## src/rtl/mips_pkg.sv

```systemverilog
// mips_pkg: shared opcode, funct, ALU code and control state definitions
package mips_pkg;
  localparam logic [5:0] OP_LW = 6'b100011;
  localparam logic [5:0] OP_SW = 6'b101011;
  localparam logic [5:0] OP_RTYPE = 6'b000000;
  localparam logic [5:0] OP_BEQ = 6'b000100;
  localparam logic [5:0] OP_ADDI = 6'b001000;
  localparam logic [5:0] OP_J = 6'b000010;
  localparam logic [5:0] F_ADD = 6'b100000;
  localparam logic [5:0] F_SUB = 6'b100010;
  localparam logic [5:0] F_AND = 6'b100100;
  localparam logic [5:0] F_OR = 6'b100101;
  localparam logic [5:0] F_SLT = 6'b101010;
  localparam logic [2:0] ALU_ADD = 3'b010;
  localparam logic [2:0] ALU_SUB = 3'b110;
  localparam logic [2:0] ALU_AND = 3'b000;
  localparam logic [2:0] ALU_OR = 3'b001;
  localparam logic [2:0] ALU_SLT = 3'b111;
  typedef enum logic [1:0] {
    AOP_ADD = 2'b00,
    AOP_SUB = 2'b01,
    AOP_FUNCT = 2'b10
  } aluop_t;
  typedef enum logic [3:0] {
    FETCH = 4'd0,
    DECODE = 4'd1,
    MEMADR = 4'd2,
    MEMRD = 4'd3,
    MEMWB = 4'd4,
    MEMWR = 4'd5,
    RTYPEEX = 4'd6,
    ALUWB = 4'd7,
    BEQEX = 4'd8,
    ADDIEX = 4'd9,
    ADDIWB = 4'd10,
    JEX = 4'd11
  } ctrl_state_t;
endpackage

```

## src/rtl/mips_multicycle_control_alu_decoder.sv

```systemverilog
// alu_decoder: maps aluop and funct to the ALU operation code
module alu_decoder
  import mips_pkg::*;
(
  input  aluop_t      aluop,
  input  logic [5:0]  funct,
  output logic [2:0]  alu_control
);
  always_comb
    alu_control = aluop == AOP_ADD ? ALU_ADD :
                  aluop == AOP_SUB ? ALU_SUB :
                  funct == F_ADD ? ALU_ADD :
                  funct == F_SUB ? ALU_SUB :
                  funct == F_AND ? ALU_AND :
                  funct == F_OR ? ALU_OR :
                  funct == F_SLT ? ALU_SLT : ALU_ADD;
endmodule

```

## src/rtl/mips_multicycle_control.sv

```systemverilog
// mips_multicycle_control: Moore FSM sequencing the multicycle tinymips datapath
module mips_multicycle_control
  import mips_pkg::*;
(
  input  logic        CLK,
  input  logic        RST,
  input  logic [5:0]  op,
  input  logic [5:0]  funct,
  input  logic        zero,
  output logic        pcen,
  output logic        iord,
  output logic        memwrite,
  output logic        irwrite,
  output logic        regdst,
  output logic        mem2reg,
  output logic        regwrite,
  output logic        alusrca,
  output logic [1:0]  alusrcb,
  output logic [1:0]  pcsrc,
  output logic [2:0]  alu_control,
  output logic        illegal_op,
  output logic        instr_done
);
  ctrl_state_t r_state, w_next, w_dec;
  aluop_t w_aluop;
  logic w_pcwrite, w_branch, w_memwrite, w_irwrite, w_regwrite, w_illegal, w_done;
  always_ff @(posedge CLK)
    if (RST) r_state <= FETCH;
    else r_state <= w_next;
  always_comb begin
    w_dec = RST ? FETCH : r_state;
    w_next = FETCH;
    w_aluop = AOP_ADD;
    w_pcwrite = 1'b0;
    w_branch = 1'b0;
    w_memwrite = 1'b0;
    w_irwrite = 1'b0;
    w_regwrite = 1'b0;
    w_illegal = 1'b0;
    w_done = 1'b0;
    iord = 1'b0;
    regdst = 1'b0;
    mem2reg = 1'b0;
    alusrca = 1'b0;
    alusrcb = 2'b00;
    pcsrc = 2'b00;
    case (w_dec)
      FETCH: begin
        w_irwrite = 1'b1;
        w_pcwrite = 1'b1;
        alusrcb = 2'b01;
        w_next = DECODE;
      end
      DECODE: begin
        alusrcb = 2'b11;
        w_next = (op == OP_LW || op == OP_SW) ? MEMADR :
                 op == OP_RTYPE ? RTYPEEX :
                 op == OP_BEQ ? BEQEX :
                 op == OP_ADDI ? ADDIEX :
                 op == OP_J ? JEX : FETCH;
        w_illegal = w_next == FETCH;
      end
      MEMADR: begin
        alusrca = 1'b1;
        alusrcb = 2'b10;
        w_next = op == OP_LW ? MEMRD : MEMWR;
      end
      MEMRD: begin
        iord = 1'b1;
        w_next = MEMWB;
      end
      MEMWB: begin
        mem2reg = 1'b1;
        w_regwrite = 1'b1;
        w_done = 1'b1;
      end
      MEMWR: begin
        iord = 1'b1;
        w_memwrite = 1'b1;
        w_done = 1'b1;
      end
      RTYPEEX: begin
        alusrca = 1'b1;
        w_aluop = AOP_FUNCT;
        w_next = ALUWB;
      end
      ALUWB: begin
        regdst = 1'b1;
        w_regwrite = 1'b1;
        w_done = 1'b1;
      end
      BEQEX: begin
        alusrca = 1'b1;
        w_aluop = AOP_SUB;
        pcsrc = 2'b01;
        w_branch = 1'b1;
        w_done = 1'b1;
      end
      ADDIEX: begin
        alusrca = 1'b1;
        alusrcb = 2'b10;
        w_next = ADDIWB;
      end
      ADDIWB: begin
        w_regwrite = 1'b1;
        w_done = 1'b1;
      end
      JEX: begin
        pcsrc = 2'b10;
        w_pcwrite = 1'b1;
        w_done = 1'b1;
      end
      default: w_next = FETCH;
    endcase
  end
  assign pcen = ~RST & (w_pcwrite | (w_branch & zero));
  assign memwrite = ~RST & w_memwrite;
  assign irwrite = ~RST & w_irwrite;
  assign regwrite = ~RST & w_regwrite;
  assign illegal_op = ~RST & w_illegal;
  assign instr_done = ~RST & w_done;
  alu_decoder u_alu_decoder (
    .aluop(w_aluop),
    .funct(funct),
    .alu_control(alu_control)
  );
endmodule

```

## config.mk

```make
export PLATFORM = sky130hd
export DESIGN_NAME = mips_multicycle_control
export DESIGN_NICKNAME = d
export VERILOG_FILES = /design/src/rtl/mips_pkg.sv /design/src/rtl/mips_multicycle_control_alu_decoder.sv /design/src/rtl/mips_multicycle_control.sv
export SDC_FILE = /design/constraint.sdc
export NUM_CORES = 1
export LEC_CHECK = 0
export ABC_AREA = 1
export CAP_MARGIN = 40
export CORE_AREA = 2 2 42 44
export CTS_CLUSTER_SIZE = 10
export DETAILED_ROUTE_END_ITERATION = 7
export DIE_AREA = 0 0 44 46
export PLACE_DENSITY_LB_ADDON = 0.08
export SLEW_MARGIN = 0
export SYNTH_ARGS = -nofsm -noshare
export SYNTH_HDL_FRONTEND = slang
export SYNTH_SLANG_ARGS = --single-unit
```

## constraint.sdc

```tcl
create_clock -name CLK -period 2.1 [get_ports CLK]
set_clock_uncertainty 0.05 [all_clocks]
set_input_delay 0.21 -clock CLK [delete_from_list [all_inputs] [get_ports CLK]]
set_output_delay 0.21 -clock CLK [all_outputs]
set_load 0.01 [all_outputs]
```

Word-level counts from Yosys, hierarchy flattened

Cells that the tools add are included.

Output and inout bits: 17
Register bits: 4
Memory bits (writable): 0
ROM bits: 0
Logic and storage cells: 72
Memories kept: 0
Latch bits: 0

Divide/modulo/power cells: 0
Reductions and logical operators: 11
Multiplexer cells: 29
Shift-type cells: 0
Add/subtract/negate cells: 0
$lt $le $gt $ge: 0
Multipliers: 0
Equal/unequal tests: 22
Bitwise logic cells: 9

Operators by type and width:

| cell                                                             | number |
|---|---|
| 6-bit == test (second input constant)                            | 7 |
| 3-bit 2-to-1 mux                                                 | 8 |
| 4-bit 2-to-1 mux                                                 | 6 |
| 4-bit one-hot mux with 6 select lines                            | 1 |
| 4-bit by 3-bit == test with 1-bit output (second input constant) | 4 |
| 4-bit == test (second input constant)                            | 4 |
| 1-bit 2-to-1 mux                                                 | 11 |
| 4-bit by 2-bit == test with 1-bit output (second input constant) | 2 |
| 4-bit logical NOT                                                | 2 |
| 2-bit one-hot mux with 2 select lines                            | 2 |
| 1-bit AND                                                        | 7 |
| 6-bit by 2-bit == test with 1-bit output (second input constant) | 1 |
| 6-bit by 3-bit == test with 1-bit output (second input constant) | 1 |
| 6-bit by 4-bit == test with 1-bit output (second input constant) | 1 |
| 6-bit logical NOT                                                | 1 |
| 2-bit one-hot mux with 3 select lines                            | 1 |
| 2-bit OR reduction                                               | 3 |
| 6-bit OR reduction                                               | 1 |
| 4-bit by 1-bit == test with 1-bit output (second input constant) | 1 |
| 4-bit OR reduction                                               | 1 |
| 3-bit OR reduction                                               | 1 |
| 2-bit by 1-bit == test with 1-bit output (second input constant) | 1 |
| 2-bit logical NOT                                                | 1 |
| 1-bit logical OR                                                 | 1 |
| other kinds (2)                                                  | 2 |

Logic depth before layout (Yosys ltp)

Depth in word-level cells: 9
Gate-level depth with buffers: 8
Depth with buffers taken out: 8

Modules after synthesis

From an unflattened synthesis, not the netlist that was laid out.

Cells, all modules: 124
Area total of the unflattened synthesis: 653.1 um^2

Modules (own cells, without submodules):

| module                  | cells an instance | seq. area each (um^2) | times used | area each (um^2) |
|---|---|---|---|---|
| mips_multicycle_control | 97                | 80.1                  | 1          | 526.8 |
| alu_decoder             | 27                | 0.0                   | 1          | 126.4 |

Least setup slack after synthesis

Ideal clock, no wire load.

Path kind: reg2out
From: reg r_state[1]
To: out alu_control[0]
Stages on the path, launching flop included: 7
Arrival: 1036 ps
Path slack: 804 ps
Path buffers: 0
Cell sequence: dfxtp_1 inv_2 nor2_2 nand2_1 nor2_2 nand2_1 a21oi_1

Cells in the longest elaborated chain, start to end: 6
Elaborated cells between the ends (all ways): 8
Classes of those cells: eq/ne: 3; mux: 4; reduce/logical: 1

Ends and longest elaborated chain:

| element                                                                   | line                                      | RTL |
|---|---|---|
| start, declared                                                           | mips_multicycle_control.sv:24             | `ctrl_state_t r_state, w_next, w_dec;` |
| start signal, assigned                                                    | mips_multicycle_control.sv:29             | `else r_state <= w_next;` |
| 4-bit 2-to-1 mux (*)                                                      | mips_multicycle_control.sv:31             | `w_dec = RST ? FETCH : r_state;` |
| 4-bit == test or 4-bit by 3-bit == test with 1-bit output (tied branches) | mips_multicycle_control.sv:47             | `case (w_dec)` |
| 2-bit one-hot mux with 2 select lines (*)                                 | mips_multicycle_control.sv:47             |  |
| 2-bit by 1-bit == test with 1-bit output                                  | mips_multicycle_control_alu_decoder.sv:11 | `aluop == AOP_SUB ? ALU_SUB :` |
| 3-bit 2-to-1 mux                                                          | mips_multicycle_control_alu_decoder.sv:11 |  |
| 3-bit 2-to-1 mux (*)                                                      | mips_multicycle_control_alu_decoder.sv:10 | `alu_control = aluop == AOP_ADD ? ALU_ADD :` |
| end, declared                                                             | mips_multicycle_control.sv:20             | `output logic [2:0] alu_control,` |

Every way passes the cells marked *; elsewhere a longest branch is shown, timed or not.

Final worst setup path

From: reg r_state[2]
To: out mem2reg

Cells in the longest elaborated chain, start to end: 3

Ends and longest elaborated chain:

| element                                  | line                          | RTL |
|---|---|---|
| 4-bit 2-to-1 mux                         | mips_multicycle_control.sv:31 |  |
| 4-bit by 3-bit == test with 1-bit output | mips_multicycle_control.sv:47 |  |
| 1-bit 2-to-1 mux                         | mips_multicycle_control.sv:47 |  |
| end, declared                            | mips_multicycle_control.sv:15 | `output logic mem2reg,` |

No other way between the ends.

==> results.json <==
{
  "power_leakage_nw": 0.569,
  "area_growth_pct": 79.2,
  "rsz0062_at_grt": "no",
  "power_mw": 0.264,
  "mostFrequentLayoutCells": "23 x clkdlybuf4s50_1, 19 x nor2_1, 18 x nand2_1",
  "num_vias": 841,
  "multi_input_area_um2": 427,
  "synth_seq_cells": 4,
  "reg.largest.list": "r_state: 4 flops",
  "mostFrequentLayoutCell": "clkdlybuf4s50_1",
  "setup_viol": 0,
  "port_buffers": 31,
  "dp_hpwl_mm": 1.50,
  "clk_latency_ps": 220,
  "worst_pin_slew_ps": 287,
  "status": "completed",
  "ctsHoldBuffers": 0,
  "min_period_ps": 1980,
  "dr.pass1.iters": 4,
  "antenna_left": 0,
  "die_h_um": 46,
  "clk_pin_slew_ps": 30,
  "drt-met1-wl_um": 778,
  "vias_per_cell": 4.83,
  "placed_area_um2": 1010,
  "syn_inst": 109,
  "required_ps": 1840,
  "finalHoldWorstSlack_ps": 480,
  "fin_area_um2": 1050,
  "yosysWarnings": 0,
  "fillCellCount": 164,
  "placementRows": 15,
  "finalHoldViolations": 0,
  "fin_ws_ps": 124,
  "gr-total-overflow": 0,
  "topRoutingLayerUsed": "met4",
  "yosysTopAreaCellShare_pct": 13.7,
  "largest_reg_flops": 4,
  "slew_headroom_pct": 80.8,
  "htreeDepth": 1,
  "powerDensity_nw_per_um2": 252,
  "syn_area_um2": 584,
  "num_io_pins": 32,
  "grt_use_total_pct": 19.3,
  "grt_max_degree": 8,
  "hp-class": "in -> reg",
  "peakVddDrop_v": 0.000259,
  "max_freq_ghz": 0.506,
  "regArea_um2": 81.3,
  "end_kind": "output port",
  "avgSynthCellArea_um2": 5.36,
  "cp_data_arrival_time_ps": 1720,
  "worstSetupStartpointType": "flop",
  "grt_pass1_vias": 751,
  "antenna_found_initial": 0,
  "post_drt_wl_per_cell_um": 10.0,
  "tns_ps": 0,
  "wl_met2_um": 841,
  "yosysUniqueCellTypes": 20,
  "syn_nets": 124,
  "cts_tree": "built",
  "seq_area_frac_synth_pct": 13.7,
  "synth_area_leaders": "dfxtp_1 14%, nor2_1 13%, nand2_1 12%, nand3_1 12%, inv_1 11%",
  "start_util_pct": 36.2,
  "core_um2": 1610,
  "wl_mm": 1.75,
  "place_ws_ps": -118,
  "clockBufferDepth": 2,
  "drc": 0,
  "final_nets": 174,
  "crit_fanout": 5,
  "cts_buffers": 3,
  "report.final.slew_viol_count": 0,
  "path_class": "reg -> out",
  "routabilityCongestion": 0.851,
  "regMostFlops": "r_state",
  "drive_gt1_share_pct": 23.6,
  "drt_iter0_drc": 17,
  "met3_length_um": 111,
  "drv_cap": 0,
  "yosysTopAreaCell": "dfxtp_1",
  "dieWidth_um": 44,
  "grt_pass1_wl_mm": 2.97,
  "die_area_um2": 2020,
  "cts_sinks": 4,
  "root_buffer": "clkbuf_4",
  "antenna_cells": 0,
  "fin_crit_sh_pct": 94.1
}
## worst max-delay path, stage by stage, from the launching register on
cell and delay, ps:
dfxtp_1 470, nand3_2 180, buf_4 170, nor3_1 110, clkdlybuf4s50_1 560
## synth_stat cells
cell type / instances
o21ai_1: 4
dfxtp_1: 4
nor4_1: 1
o21ai_2: 2
clkinv_1: 1
nand3b_1: 1
nor2_2: 3
nand3_1: 14
nand3_2: 1
nor3_1: 1
a21oi_1: 3
o21ai_0: 2
nor2_4: 2
inv_2: 4
nand4_1: 5
inv_1: 17
nand2_1: 19
nand2_2: 3
nor2_1: 20
nand2_4: 2
## cell families after synthesis
| group | count (synthesis) | share of synthesized area, % |
|---|---|---|
| buffers and inverters | 22 | 14.1 |
| flip-flops | 4 | 13.7 |
| AO/OA/AOI/OAI | 11 | 10.7 |
| AND/OR/NAND/NOR | 72 | 61.5 |
## where the power goes
group	internal (mW)	total [mW]	switching, mW
sequential	0.0787	0.0813	0.00261
clock	0.0634	0.0877	0.0243
combinational	0.0500	0.0951	0.0451
## routing by layer
| layer | vias up | track usage, % |
|---|---|---|
| li1 | 444 | - |
| met1 | 365 | 23.7 |
| met3 | 2 | 2.78 |
| met2 | 30 | 33.5 |
| met5 | - | 0 |
| met4 | 0 | 7.88 |
## layout make-up
cell class	instances	area share (%)
Sequential cell	4	7.77
Timing Repair Buffer	45	39.4
Clock buffer	3	2.15
Multi-Input combinational cell	83	40.7
Tap cell	17	2.03
Inverter	22	7.89
## what timing repair did
item                                   4_1_cts  5_1_grt
setup endpoints to repair                   10        5
resized for setup                            6        5
endpoints found under the hold margin        0        0
buffers inserted                             1        0
## per-stage QoR
stage | std cells | utilization (%)
global route | 174 | 64.9
finish | 174 | 64.9
global placement | 170 | 62.8
detailed placement | 170 | 62.8
CTS | 174 | 64.2
floorplan | 109 | -
## final timing paths
kind | slack (ps) | endpoint | from | cells after the start
worst max-delay path | 120 | mem2reg | r_state[2]$_SDFF_PP0_ | 4
worst min-delay path | 480 | r_state[0]$_SDFF_PP0_ | RST | 3
worst max register to register | 810 | r_state[1]$_SDFF_PP0_ | r_state[3]$_SDFF_PP0_ | 8
worst min register to register | 640 | r_state[3]$_SDFF_PP0_ | r_state[3]$_SDFF_PP0_ | 4
(Power assumes the default switching activity.)
